<file path="src/rtl/wifi_tx_arbiter.sv">
// -----------------------------------------------------------------------------
// wifi_tx_arbiter
//
// Packet-level round-robin arbiter that shares the single wifi UART transmit
// byte stream between two requesters:
//   port 0 - touchscreen event forwarder
//   port 1 - CPU/avalon bridge
//
// The grant is held for a whole packet (delimited by sN_last). An idle gap of
// GAP_CYCLES clocks follows every packet so the wifi module can frame
// messages. A packet longer than MAX_BEATS bytes is force-released and the
// overrun output pulses for one cycle.
//
// Handshake (all ports): a byte moves on any cycle where valid & ready are
// both high. valid never depends on ready; a source may hold valid for as
// long as it likes and must keep data/last stable until the byte moves.
//
// Ports:
//   clk, reset          - clock, synchronous active-high reset
//   s0_data/valid/last  - requester 0 byte stream, s0_ready back to it
//   s1_data/valid/last  - requester 1 byte stream, s1_ready back to it
//   tx_data/valid       - byte stream to the UART TX serializer
//   tx_ready            - serializer can accept a byte
//   grant               - one-hot current owner (00 = none)
//   busy                - arbiter not in IDLE
//   overrun             - one-cycle pulse after a forced release
// -----------------------------------------------------------------------------
module wifi_tx_arbiter #(
    parameter int GAP_CYCLES = 16,
    parameter int MAX_BEATS  = 256,
    parameter int CNT_W      = 16
) (
    input  logic       clk,
    input  logic       reset,
    input  logic [7:0] s0_data,
    input  logic       s0_valid,
    input  logic       s0_last,
    output logic       s0_ready,
    input  logic [7:0] s1_data,
    input  logic       s1_valid,
    input  logic       s1_last,
    output logic       s1_ready,
    output logic [7:0] tx_data,
    output logic       tx_valid,
    input  logic       tx_ready,
    output logic [1:0] grant,
    output logic       busy,
    output logic       overrun
);

    typedef enum logic [1:0] {
        IDLE   = 2'd0,
        GRANT0 = 2'd1,
        GRANT1 = 2'd2,
        GAP    = 2'd3
    } state_t;

    localparam logic [CNT_W-1:0] BEAT_LIMIT = CNT_W'(MAX_BEATS - 1);
    localparam logic [CNT_W-1:0] GAP_LIMIT  = CNT_W'(GAP_CYCLES - 1);

    state_t           state, state_nxt;
    logic             last_served, last_served_nxt;
    logic [CNT_W-1:0] beat_cnt, beat_cnt_nxt;
    logic [CNT_W-1:0] gap_cnt, gap_cnt_nxt;
    logic             overrun_nxt;
    logic             xfer;
    logic             pkt_last;

    always_ff @(posedge clk) begin
        if (reset) begin
            state       <= IDLE;
            last_served <= 1'b1;   // port 0 wins the first tie
            beat_cnt    <= '0;
            gap_cnt     <= '0;
            overrun     <= 1'b0;
        end else begin
            state       <= state_nxt;
            last_served <= last_served_nxt;
            beat_cnt    <= beat_cnt_nxt;
            gap_cnt     <= gap_cnt_nxt;
            overrun     <= overrun_nxt;
        end
    end

    always_comb begin
        state_nxt       = state;
        last_served_nxt = last_served;
        beat_cnt_nxt    = beat_cnt;
        gap_cnt_nxt     = gap_cnt;
        overrun_nxt     = 1'b0;
        grant           = 2'b00;
        tx_data         = 8'h00;
        tx_valid        = 1'b0;
        s0_ready        = 1'b0;
        s1_ready        = 1'b0;
        busy            = (state != IDLE);
        xfer            = 1'b0;
        pkt_last        = 1'b0;

        case (state)
            IDLE: begin
                // Port 0 takes it when alone, or on a tie when port 1 went last.
                if (s0_valid && (!s1_valid || last_served)) begin
                    state_nxt = GRANT0;
                end else if (s1_valid) begin
                    state_nxt = GRANT1;
                end
            end
            GRANT0: begin
                grant    = 2'b01;
                tx_data  = s0_data;
                tx_valid = s0_valid;
                s0_ready = tx_ready;
                xfer     = s0_valid && tx_ready;
                pkt_last = s0_last;
            end
            GRANT1: begin
                grant    = 2'b10;
                tx_data  = s1_data;
                tx_valid = s1_valid;
                s1_ready = tx_ready;
                xfer     = s1_valid && tx_ready;
                pkt_last = s1_last;
            end
            GAP: begin
                if (gap_cnt == GAP_LIMIT) begin
                    state_nxt   = IDLE;
                    gap_cnt_nxt = '0;
                end else begin
                    gap_cnt_nxt = gap_cnt + CNT_W'(1);
                end
            end
            default: state_nxt = IDLE;
        endcase

        // Packet end: either a genuine last byte or the MAX_BEATS-th byte of a
        // runaway packet. Both release the grant the same way; only the runaway
        // case raises overrun. Bytes after a forced release start a new packet.
        if (xfer) begin
            if (pkt_last || (beat_cnt == BEAT_LIMIT)) begin
                overrun_nxt     = !pkt_last;
                last_served_nxt = (state == GRANT1);
                beat_cnt_nxt    = '0;
                gap_cnt_nxt     = '0;
                state_nxt       = (GAP_CYCLES == 0) ? IDLE : GAP;
            end else begin
                beat_cnt_nxt = beat_cnt + CNT_W'(1);
            end
        end
    end

endmodule
</file>
<file path="config.mk">
export PLATFORM = sky130hd
export DESIGN_NAME = wifi_tx_arbiter
export DESIGN_NICKNAME = d
export VERILOG_FILES = /design/src/rtl/wifi_tx_arbiter.sv
export SDC_FILE = /design/constraint.sdc
export NUM_CORES = 1
export LEC_CHECK = 0
export BUFFER_PORTS_ARGS = -buffer_cell sky130_fd_sc_hd__buf_2
export CORE_MARGIN = 2
export CORE_UTILIZATION = 40
export DETAILED_ROUTE_END_ITERATION = 8
export PLACE_DENSITY = 0.63
export SLEW_MARGIN = 20
export SYNTH_ARGS = -nofsm -noshare
export SYNTH_HDL_FRONTEND = slang
export SYNTH_SLANG_ARGS = --single-unit
</file>
<file path="constraint.sdc">
create_clock -name clk -period 5.6 [get_ports clk]
set_clock_uncertainty 0.05 [all_clocks]
set_input_delay 0 -clock clk [delete_from_list [all_inputs] [get_ports clk]]
set_output_delay 0 -clock clk [all_outputs]
set_load 0.01 [all_outputs]
</file>
# Word level (Yosys, flattened, before mapping)
# Cells that the tools add are included.
[word_totals] ff_bits=36 latch_bits=0 ram_bits=0 romBits=0 input_bits=23 out_inout_bits=15 word_cells=43 n_memories=0
[op_classes] add_sub_neg=2 mul=0 div_mod_pow=0 n_lt_le_gt_ge=0 n_eq_ne=5 shifts=0 n_mux=18 n_bitwise=2 reduce_logical=11
[ops] op="16-bit 2-to-1 mux" count=5
[ops] op="16-bit by 1-bit adder with 16-bit output, second input constant" count=2
[ops] op="16-bit by 4-bit equality test with 1-bit output, second input constant" count=1
[ops] op="16-bit by 8-bit equality test with 1-bit output, second input constant" count=1
[ops] op="8-bit one-hot mux with 2 select lines" count=1
[ops] op="2-bit 2-to-1 mux" count=5
[ops] op="2-bit one-hot mux with 2 select lines" count=2
[ops] op="1-bit one-hot mux with 2 select lines" count=3
[ops] op="2-bit equality test, second input constant" count=2
[ops] op="1-bit logical AND" count=3
[ops] op="3-bit OR reduction" count=1
[ops] op="2-bit by 1-bit equality test with 1-bit output, second input constant" count=1
[ops] op="1-bit zero test" count=2
[ops] op="2-bit zero test" count=1
[ops] op="1-bit logical OR" count=2
[ops] op="1-bit 2-to-1 mux" count=2
[ops] op="1-bit NOT" count=2
[ops] op="2-bit AND reduction" count=1
[ops] op="2-bit nonzero test" count=1

# Logic depth before layout (Yosys ltp)
[logic_depth] ltp_word=7 mapped_depth=8

# Worst setup path after synthesis
# Ideal clock, no wire load.
[synth_timing] kind="reg-to-reg" start="register state[0]" end="register beat_cnt[13]" setup_ns=0.080 arrival_ns=2.368 path_slack_ns=3.103 stages_incl_launch_ff=8 n_path_buf=1 synth_period_minus_slack_ns=2.497 cell_sequence="dfxtp_1 > inv_1 > ha_1 > nand2_1 > or4_4 > buf_6 > or4_1 > a211oi_2"
[synth_between] elab_chain_cells=4 word_cells_on_any_way=6 classes_between="eq/ne (2); mux (3); reduce/logical (1)"
[synth_lines] item="start: declaration" line="61" source="state_t state, state_nxt;"
[synth_lines] item="start signal: assignment" line="77" source="state <= state_nxt;"
[synth_lines] item="2-bit equality test / 2-bit by 1-bit equality test with 1-bit output (equally long branches)" line="100" source="case (state)"
[synth_lines] item="1-bit one-hot mux with 2 select lines" line="100"
[synth_lines] item="1-bit logical OR" line="140" source="if (pkt_last || (beat_cnt == BEAT_LIMIT)) begin"
[synth_lines] item="16-bit 2-to-1 mux" line="140"
[synth_lines] item="end signal: assignment" line="79" source="beat_cnt <= beat_cnt_nxt;"
[synth_lines] item="end: declaration" line="63" source="logic [CNT_W-1:0] beat_cnt, beat_cnt_nxt;"
# Several ways; a longest one is shown, not always the timed one.
# A chain may end at the register's enable or synchronous reset.

# Final worst setup path
[layout_timing] start="register state[0]" end="register state[0]"
[layout_between] elab_chain_cells=5 word_cells_on_any_way=13 classes_between="eq/ne (3); mux (8); reduce/logical (2)"
[layout_lines] item="2-bit 2-to-1 mux (tied with other cells)" line="105" source="end else if (s1_valid) begin"
[layout_lines] item="2-bit 2-to-1 mux / 1-bit one-hot mux with 2 select lines (equally long branches)" line="103, 100"
[layout_lines] item="2-bit one-hot mux with 2 select lines / 1-bit logical OR (equally long branches)" line="100, 140"
[layout_lines] item="2-bit 2-to-1 mux" line="140"
[layout_lines] item="2-bit 2-to-1 mux *" line="139" source="if (xfer) begin"
# Every way passes the cells marked *; elsewhere a longest branch is shown, timed or not.

==> flow_metrics.tcl <==
set metrics [dict create \
    drt-total-wl_microns 4420 \
    slew_violations 0 \
    wl_met2_microns 2190 \
    cp.required_ns 5.74 \
    leakage_nw 0.837 \
    placed_area_sq_um 2230 \
    nFillCells 449 \
    layout-drive-gt1-share 0.183 \
    die_w_microns 74.9 \
    arrival_ns 3.01 \
    ctsHoldBuffers 0 \
    max_cap_violations 0 \
    synth_seq_cells 36 \
    synth_fa_ha_area_frac 0.0435 \
    peakVddDrop_v 0.000140 \
    seq_area_sq_um 721 \
    fin_ws_ns 2.73 \
    fin_nets 297 \
    route.met3.wl_microns 104 \
    post-dp-hpwl_microns 3130 \
    postSynthAreaPerCell_sq_um 8.57 \
    synth_compound_area_frac 0.161 \
    first_iter_violations 103 \
    post_drt_via_cell_ratio 5.44 \
    place.port_buffers 37 \
    synth_seq_area_share 0.358 \
    fin_setup_tns_ns 0 \
    grt_overflow 0 \
    detailedPlace.worstSlack_ns 2.73 \
    clockBufferDepth 2 \
    grt_max_degree 28 \
    slowest_delay_ns 0.60 \
    crit_fanout 25 \
    setup_viol 0 \
    tightestPinTransition_ns 0.684 \
    fin_crit_ns 2.87 \
    final_cell_mix "buf_2 (37), dfxtp_1 (36), nor3_1 (22)" \
    antenna_found_initial 0 \
    rows 25 \
    synthMuxAreaShare 0.0199 \
    worstHoldStart "s0_last" \
    path_clk_slew_ns 0.08 \
    first_pass_iters 4 \
    fin_util 0.490 \
    synthesis.nets 265 \
    pin_count 38 \
    drt-met1-wl_microns 2100 \
    highest_layer "met4" \
    rsz0062_at_grt "false" \
    vias 1824 \
    fmax_mhz 348 \
    clockRootBuffer "clkbuf_8" \
    syn_area_sq_um 2010 \
    crit_start "state[0]" \
    status "completed" \
    gp_congestion 0.837 \
    crit_chain "inv_1, ha_1, mux2i_1, nor2_1, o21a_1, buf_4, a221o_1" \
    avgRoutedWirePerCell_microns 13.2 \
    area_growth_pct 16.5 \
    drcViolationCount 0 \
    synth_xor_area_frac 0.0740 \
    synth.distinct_cells 40 \
    cts.sinks 36 \
    worstSetupPathType "reg -> reg" \
    grt_pass1_wl_microns 7330 \
    cts_buffers 5 \
    die_y_microns 74.9 \
    grt_pass1_vias 1635 \
    cts_resized 0 \
    start_util 0.421 \
    relSlewSlack 0.541 \
    yosysWarnings 0 \
    synth-simple-area-share 0.303 \
    clk_latency_ns 0.29 \
    ant_nets 0 \
    insertedDiodeCount 0 \
    synth_top_family_by_area "simple AND/OR/NAND/NOR gates" \
    core_area_sq_um 4790 \
    fin_area_sq_um 2340 \
    die_area_sq_um 5620 \
    cts_tree "built" \
    hold_violations 0 \
    postCtsSetupRepairBufs 0 \
    end_kind "flop" \
    syn_inst 235 \
    holdCritPathClass "in -> reg" \
    critPathSlowestCell "mux2i_1" \
    final_common_cell "buf_2" \
    grt_use_total 0.165 \
    cp-start-kind "flop" \
    p_per_area_nw_per_um2 267 \
    finalCritPeriodShare 0.513 \
    cts-htree-levels 2 \
    timing.rr.start "state[0]" \
    multi_input_area_sq_um 1210 \
]
kinds of logic (layout without fill, tap and decap cells):
logic type	Yosys count	count (layout)
flops	36	36
fa+ha+maj	7	7
buf+inv	20	53
simple gates	106	106
xor+xnor	17	17
compound gates	45	45
mux	4	4
registers in the layout (all words and copies together), names as in the netlist:
signal       cells
beat_cnt        16
last_served      1
state            2
gap_cnt         16
overrun          1
stage by stage:
| stage | cells | hold slack [ns] | total power (W) |
|---|---|---|---|
| 4_1_cts | 335 | 0.0740 | 0.000632 |
| 5_1_grt | 335 | 0.135 | 0.000655 |
| 3_3_place_gp | 327 | 0.302 | 0.000400 |
| 3_5_place_dp | 327 | 0.297 | 0.000402 |
| 6_report | 335 | 0.0682 | 0.000626 |
| 2_1_floorplan | 235 | 0.0944 | 0.000364 |
cells in the mapped netlist (all sizes together):
cell     instances  share of area
dfxtp           36           0.36
nor3            22          0.055
a211oi          13          0.051
nand2           12          0.022
nand3           12          0.030
clkbuf          11          0.021
nor2b           11          0.034
a22oi           10          0.037
xor2            10          0.044
nand4            9          0.028
o21ai            9          0.022
or4              8          0.032
ha               7          0.044
inv              7          0.013
or3              7          0.022
xnor2            7          0.030
nor2             6          0.011
nor4             6          0.019
and4             4          0.017
mux2i            4          0.020
o31ai            4          0.015
a221o            2         0.0099
a31oi            2         0.0062
and2             2         0.0062
buf              2         0.0075
nor3b            2         0.0075
a2111oi          1         0.0044
a21oi            1         0.0025
and3             1         0.0031
nand2b           1         0.0031
nand3b           1         0.0037
nand4b           1         0.0044
o21a             1         0.0037
o22a             1         0.0044
o31a             1         0.0044
or4b             1         0.0050
power breakdown:
part | internal, W | switching (W) | leakage (nW)
Clock | 0.000132 | 0.0000991 | 0.0541
Combinational | 0.0000550 | 0.0000702 | 0.492
Sequential | 0.000262 | 0.00000771 | 0.290
Total | 0.000449 | 0.000177 | 0.837
final timing paths:
kind	end	depth (start not counted)	slack [ns]
setup / recovery	state[0]	7	2.73
setup reg to reg	state[0]	7	2.73
hold / removal	overrun	4	0.07
hold reg to reg	gap_cnt[15]	2	0.46
layout make-up:
class,instances,area share
Clock inverter,3,0.0181
Multi-Input combinational cell,179,0.516
Inverter,7,0.0112
Tap cell,67,0.0358
Clock buffer,5,0.0293
Sequential cell,36,0.307
Timing Repair Buffer,38,0.0822
critical path, delay by kind of cell (launching register included):
| kind | cells | cell delay (ns) |
|---|---|---|
| muxes | 1 | 0.60 |
| buffers and inverters | 2 | 0.41 |
| DFF | 1 | 0.36 |
| adders and majority gates | 1 | 0.47 |
| AOI/OAI and AO/OA | 2 | 0.66 |
| and+or+nand+nor | 1 | 0.19 |
per-layer routing:
metal  track usage  vias up
li1              -      950
met2         0.272       24
met1         0.220      846
met4        0.0397        0
met5             0        -
met3        0.0375        4
Note: power is estimated with default switching activity, not from simulation.
